$ cat src/rtl/palin_pkg.sv
// Shared definitions for the palindrome path: FSM states, default width,
// and the bit-reverse function also used by the downstream checker.
package palin_pkg;

    localparam int PALIN_N = 8;
    localparam int HALF    = PALIN_N / 2;
    localparam int MAXW    = 64;

    typedef enum logic [1:0] {
        IDLE,
        SHIFT,
        DONE
    } state_t;

    // Reverses the low w bits of v; bits at and above w come back as zero.
    function automatic logic [MAXW-1:0] bit_rev(input logic [MAXW-1:0] v, input int w);
        logic [MAXW-1:0] r;
        r = '0;
        for (int i = 0; i < MAXW; i++) begin
            if (i < w) r[i] = v[w-1-i];
        end
        return r;
    endfunction

endpackage

$ cat src/rtl/bit_mirror.sv
// Combinational mirror: an N/2-bit seed becomes the N-bit palindrome
// {reverse(seed), seed}.
module bit_mirror #(
    parameter int N = 8
) (
    input  logic [N/2-1:0] seed,
    output logic [N-1:0]   word
);

    for (genvar i = 0; i < N/2; i++) begin : g_bit
        assign word[i]       = seed[i];
        assign word[N-1-i]   = seed[i];
    end

endmodule

$ cat src/rtl/palin_gen.sv
// Serial palindrome word generator: seed in, mirrored word out LSB first.
// Optional self-checker enabled by PALIN_GEN_SELFCHK_EN (adds chk_err).
module palin_gen
    import palin_pkg::*;
#(
    parameter int N = PALIN_N
) (
    input  logic           clk,
    input  logic           rst_n,
    input  logic           seed_valid,
    output logic           seed_ready,
    input  logic [N/2-1:0] seed,
    output logic           ser_valid,
    input  logic           ser_ready,
    output logic           ser_out,
    output logic           ser_last,
    output logic [N-1:0]   word_out,
    output logic           done
`ifdef PALIN_GEN_SELFCHK_EN
    ,
    output logic           chk_err
`endif
);

    localparam int CW = $clog2(N);

    state_t          state, state_nxt;
    logic [N-1:0]    shreg;
    logic [N-1:0]    mirror_word;
    logic [CW-1:0]   cnt;
    logic            load;
    logic            beat;

    bit_mirror #(.N(N)) u_mirror (
        .seed (seed),
        .word (mirror_word)
    );

    always_comb begin
        state_nxt  = state;
        seed_ready = 1'b0;
        ser_valid  = 1'b0;
        ser_out    = 1'b0;
        ser_last   = 1'b0;
        done       = 1'b0;
        load       = 1'b0;
        beat       = 1'b0;
        case (state)
            IDLE: begin
                seed_ready = 1'b1;
                if (seed_valid) begin
                    load      = 1'b1;
                    state_nxt = SHIFT;
                end
            end
            SHIFT: begin
                ser_valid = 1'b1;
                ser_out   = shreg[0];
                ser_last  = (cnt == CW'(N-1));
                if (ser_ready) begin
                    beat = 1'b1;
                    if (ser_last) state_nxt = DONE;
                end
            end
            DONE: begin
                done      = 1'b1;
                state_nxt = IDLE;
            end
            default: state_nxt = IDLE;
        endcase
    end

    always_ff @(posedge clk) begin
        if (!rst_n) begin
            state    <= IDLE;
            shreg    <= '0;
            cnt      <= '0;
            word_out <= '0;
        end else begin
            state <= state_nxt;
            if (load) begin
                shreg    <= mirror_word;
                word_out <= mirror_word;
                cnt      <= '0;
            end else if (beat) begin
                shreg <= {1'b0, shreg[N-1:1]};
                // Hold on the last beat so the counter never wraps.
                if (!ser_last) cnt <= cnt + 1'b1;
            end
        end
    end

`ifdef PALIN_GEN_SELFCHK_EN
    logic [N-1:0] chk_word;
    logic [N-1:0] chk_ref;
    logic [N-1:0] rx;
    logic         chk_pend;

    bit_mirror #(.N(N)) u_chk_mirror (
        .seed (seed),
        .word (chk_word)
    );

    // The word is checked the cycle after load, once word_out holds it;
    // the reassembled stream is checked while in DONE.
    always_ff @(posedge clk) begin
        if (!rst_n) begin
            chk_err  <= 1'b0;
            chk_pend <= 1'b0;
            chk_ref  <= '0;
            rx       <= '0;
        end else begin
            chk_pend <= load;
            if (load) begin
                chk_ref <= chk_word;
                rx      <= '0;
            end
            if (beat) rx <= {ser_out, rx[N-1:1]};
            if (chk_pend && ((word_out != chk_ref) ||
                             (word_out != N'(bit_rev(MAXW'(word_out), N)))))
                chk_err <= 1'b1;
            if (done && (rx != word_out)) chk_err <= 1'b1;
        end
    end
`endif

endmodule

$ cat config.mk
export PLATFORM = sky130hd
export DESIGN_NAME = palin_gen
export DESIGN_NICKNAME = d
export VERILOG_FILES = /design/src/rtl/palin_pkg.sv /design/src/rtl/bit_mirror.sv /design/src/rtl/palin_gen.sv
export SDC_FILE = /design/constraint.sdc
export NUM_CORES = 1
export LEC_CHECK = 0
export BUFFER_PORTS_ARGS = -buffer_cell sky130_fd_sc_hd__buf_2
export CAP_MARGIN = 20
export CORE_MARGIN = 2
export CORE_UTILIZATION = 45
export CTS_CLUSTER_DIAMETER = 40
export DETAILED_ROUTE_END_ITERATION = 7
export PLACE_DENSITY_LB_ADDON = 0.15
export SLEW_MARGIN = 30
export SYNTH_ARGS = -nofsm -noshare
export SYNTH_HDL_FRONTEND = slang
export SYNTH_SLANG_ARGS = --single-unit
$ cat constraint.sdc
create_clock -name clk -period 4.2 [get_ports clk]
set_input_delay 0.21 -clock clk [delete_from_list [all_inputs] [get_ports clk]]
set_output_delay 0.21 -clock clk [all_outputs]
set_load 0.01 [all_outputs]
; Word level (Yosys, flattened, before mapping)
; Cells that the tools add are included.
[totals]
elab_cells = 33
regBits = 21
inputBits = 8
[classes]
n_bitwise = 2
n_eq_ne = 6
mux = 15
n_reduce_logical = 5
n_addsub = 1
[op_table]
columns = operator, n
row1 = two-way mux 8 bit, 2
row2 = two-way mux 1 bit, 9
row3 = two-way mux 2 bit, 3
row4 = "inequality test 2 bit, second input constant", 3
row5 = one-hot mux 2 bit (2 select lines), 1
row6 = "adder 3 x 1 -> 3 bit, second input constant", 1
row7 = "equality test 3 bit, second input constant", 1
row8 = AND reduction 3 bit, 1
row9 = "equality test 2 x 1 -> 1 bit, second input constant", 1
row10 = "equality test 2 bit, second input constant", 1
row11 = logical NOT 2 bit, 1
row12 = inverter 1 bit, 2
row13 = AND reduction 2 bit, 1
row14 = nonzero test 2 bit, 1
row15 = OR reduction 2 bit, 1

; Longest topological paths before layout
[logic_depth]
ltp_word = 4
depth_mapped = 5
depth_no_buf = 5

; Cells and area by module
; From an unflattened synthesis, not the netlist that was laid out.
[unflattened]
hier_cells = 106
hier_area_um2 = 962.2
[by_module_without_submodules]
columns = mod, area_per_inst_um2, cells_each, seq_area_each_um2, instances
row1 = palin_gen, 902.1, 98, 420.4, 1
row2 = bit_mirror, 60.1, 8, 0.0, 1

; Least setup slack after synthesis
; Ideal clock, no wire load.
[synth_path]
path_kind = reg2reg
start = reg state[0]
end = reg shreg[0]
path_buffers = 2
required_ns = 4.085
path_slack_ns = 2.869
arrival_ns = 1.216
synth_period_minus_slack_ns = 1.331
stages_incl_launch_ff = 6
cell_sequence = dfxtp_1 > buf_6 > or3b_1 > buf_6 > o221a_1 > o21a_1
[synth_between]
elab_chain_len = 3
[synth_lines]
columns = item, line
row1 = from (decl), palin_gen.sv:27  ; state_t state, state_nxt;
row2 = from (signal assigned), palin_gen.sv:80  ; state <= state_nxt;
row3 = equality test 2 x 1 -> 1 bit / logical NOT 2 bit (equally long branches), palin_gen.sv:48  ; case (state)
row4 = two-way mux 1 bit, palin_gen.sv:48
row5 = nonzero test 2 bit (no line) / two-way mux 8 bit (equally long branches), --
row6 = to (signal assigned), palin_gen.sv:82  ; shreg <= mirror_word;
row7 = to (signal assigned), palin_gen.sv:86  ; shreg <= {1'b0, shreg[N-1:1]};
row8 = to (decl), palin_gen.sv:28  ; logic [N-1:0] shreg;
; Parallel ways exist; a longest one is shown, timed or not.
; A chain may end at the register's enable or synchronous reset.

; Worst setup path after layout
[layout_path]
start = reg state[0]
end = out ser_last
[layout_between]
elab_chain_len = 2
[layout_lines]
columns = item, line
row1 = equality test 2 x 1 -> 1 bit, palin_gen.sv:48
row2 = two-way mux 1 bit, palin_gen.sv:48
row3 = to (decl), palin_gen.sv:16  ; output logic ser_last,
; Every way passes these cells.

==> impl_metrics.toml <==
[power_and_ir_drop]
peakVddDrop_mv = 0.261
pwr-share-clk_pct = 28.0
power_frac_comb_pct = 14.2
powerDensity_nw_per_um2 = 364
p_sw_uw = 80.6
netSwitchingFraction_pct = 25.9
internal_power_uw = 230
p_seq_share_pct = 57.7
p_leak_nw = 0.379

[setup_path]
crit_path_end_kind = "output port"
crit_chain = "nor2b_1 > and2_1 > buf_2"
reg2reg_slack_ns = 2.75
critical_path.max_fanout = 10
slowest_delay_ns = 0.51
critPathLaunchType = "flip-flop"
cp_slowest_cell = "dfxtp_1"
critPathKind = "flip-flop to output port"
critPathArrivalTime_ns = 1.34
cp.required_ns = 3.99

[clock_network]
post_cts_buffers = 0
cts-resized-gates = 0
cts_num_sinks = 17
cts_buffer_depth = 2
clockRootBuffer = "clkbuf_4"
cts_tree = "done"
worstSkewPairLatency_ns = 0.29
cts_hold_buf = 0
htreeDepth = 1
cts.clk_slew.worst_paths_ns = 0.10
numCtsBuffers = 3

[logic_synthesis]
yosysWarnings = 0
synth.top_cell.area_share_pct = 44.5
syn-num-nets = 90
synthCells = 80
synth_cell_types = 23
synthTopCellsByCount = "dfxtp_1 (17), nand2_1 (14), o221a_2 (6)"
synth.area.top_cells = "dfxtp_1 (45%), o221a_2 (8.8%), nand2_1 (6.9%)"
synthAdderAreaFrac_pct = 3.27
synth_compound_area_share_pct = 22.9
yosys.cell_count.top_type = "dfxtp_1"
ys_seq_area_share_pct = 44.5
synthXorXnorAreaFrac_pct = 1.15
synth-simple-area-share_pct = 19.0
ys.flop_type = "dfxtp_1"
synth_top_family_by_area = "compound AO/OA/AOI/OAI gates"
async_reset_ff_share_pct = 0
synth-seq-cells = 17
synth_top_area_cell = "dfxtp_1"
synthesis.area_sq_um = 764
synth-edff-count = 0
synthMuxAreaShare_pct = 1.31
syn_area_per_cell_sq_um = 9.56

[sta]
period_minus_slack_ns = 1.55
rsz0062_at_grt = "false"
max_freq_ghz = 0.644
setup_ws_ns = 2.65
fin_crit_sh_pct = 37.0
tightestPinTransition_ns = 0.623
whs_ns = 0.170
hold_violations = 0
tns_ns = 0
skew_ns = 0.00695
max_slew_margin_pct = 58.4
finalSetupViolations = 0
finalMaxSlewViolations = 0

[place]
dpl.hpwl_microns = 997
placed_cells = 109
post-place-ws_ns = 2.78
port_buffers = 20
place.gp.congestion = 0.731

[grt]
grt_pass1_vias = 510
overflow = 0
grt.total_usage_pct = 16.6
grt_max_degree = 13
grt_pass1_wl_microns = 2340
antenna_found_initial = 0

[detailed_routing]
postRouteAntennaNets = 0
dr.pass1.iters = 4
routed_via_density = 5.24
wirelength_microns = 1400
vias = 592
dr.first_iter.drc_count = 19
wl_per_cell_microns = 12.4
drc = 0

[floorplanning]
dieHeight_microns = 45.2
die_w_microns = 45.2
coreArea_sq_um = 1540
ios = 21
design.die.area_sq_um = 2040
start_util_pct = 49.6
row_count = 14

[layout]
nets = 108
area_delta_synth_final_pct = 11.8
layout.cells.non_filler = 113
drive_gt1_share_pct = 30.9
insertedDiodeCount = 0
fillers = 150

[hold_path]
min_path_type = "input pin to flip-flop"

[job]
max_cap_viol_count = 0

[run_status]
status = "completed"
## path summary, 6_finish.rpt
path / start / to / cells past startpoint
setup / recovery: state[0] / ser_last / 3
hold / removal: seed[3] / word_out[4] / 3
setup reg to reg: state[0] / shreg[0] / 3
hold reg to reg: word_out[0] / word_out[0] / 2
## final cells by class
class,instances,area [sq um],share of cell area (%)
sequential,17,340,39.8
multi-input combinational,55,364,42.6
tap,16,20.0,2.34
inverter,1,3.75,0.439
timing repair buffer,20,100,11.7
clock buffer,4,26.3,3.07
## flip-flops by register name (all words and copies together) (netlist names)
signal and cells:
word_out 4, shreg 8, state 2, cnt 3
## cells by family after synthesis
kind of cell / Yosys count
buffers and inverters: 8
XOR/XNOR: 1
AND/OR/NAND/NOR: 29
multiplexers: 1
flip-flops: 17
adder cells (fa/ha/maj): 2
AO/OA/AOI/OAI: 22
## metal layers
metal | wire length, microns | share of wire (%) | GRT usage, % | vias to the layer above
met2 | 572 | 41 | 22.0 | 12
met5 | 0 | 0 | 0 | -
met3 | 76 | 5.4 | 6.00 | 5
li1 | - | - | - | 310
met1 | 717 | 51 | 22.4 | 265
met4 | 32 | 2.3 | 10.6 | 0
## cells in the final DEF, fill, tap and decap left out
cell	netlist	layout
nand2_1	14	14
o21a_1	4	4
a31oi_1	1	1
xnor2_1	1	1
o21ai_0	3	3
buf_2	0	20
nor2b_1	4	4
nor2_1	5	5
a21boi_0	4	4
and4bb_2	1	1
or3b_1	1	1
nand3b_1	1	1
nor3b_1	1	1
mux2i_1	1	1
clkbuf_1	1	1
and2_1	2	2
o221a_2	6	6
ha_1	2	2
a21oi_1	3	3
dfxtp_1	17	17
o221a_1	1	1
inv_1	1	1
clkbuf_4	0	3
## worst max-delay path, delay by kind of cell (launching register included)
family	cells	cell delay, ns
buffers and inverters	1	0.12
flip-flops	1	0.51
AND/OR/NAND/NOR	2	0.42
## power by group through the flow
| stage | Sequential [mW] | Combinational [mW] | Clock [mW] |
|---|---|---|---|
| floorplan | 0.182 | 0.0354 | 0 |
| global placement | 0.183 | 0.0440 | 0 |
| detailed placement | 0.183 | 0.0442 | 0 |
| CTS | 0.179 | 0.0446 | 0.0907 |
| global route | 0.181 | 0.0498 | 0.0984 |
| finish | 0.179 | 0.0442 | 0.0871 |
## stage by stage
step	cell area, sq um	utilization (%)	power, mW
5_1_grt	855	55.4	0.329
3_5_place_dp	828	53.7	0.227
4_1_cts	855	55.4	0.315
2_1_floorplan	764	-	0.217
6_report	855	55.4	0.311
3_3_place_gp	828	53.7	0.227
(Power assumes the default switching activity.)
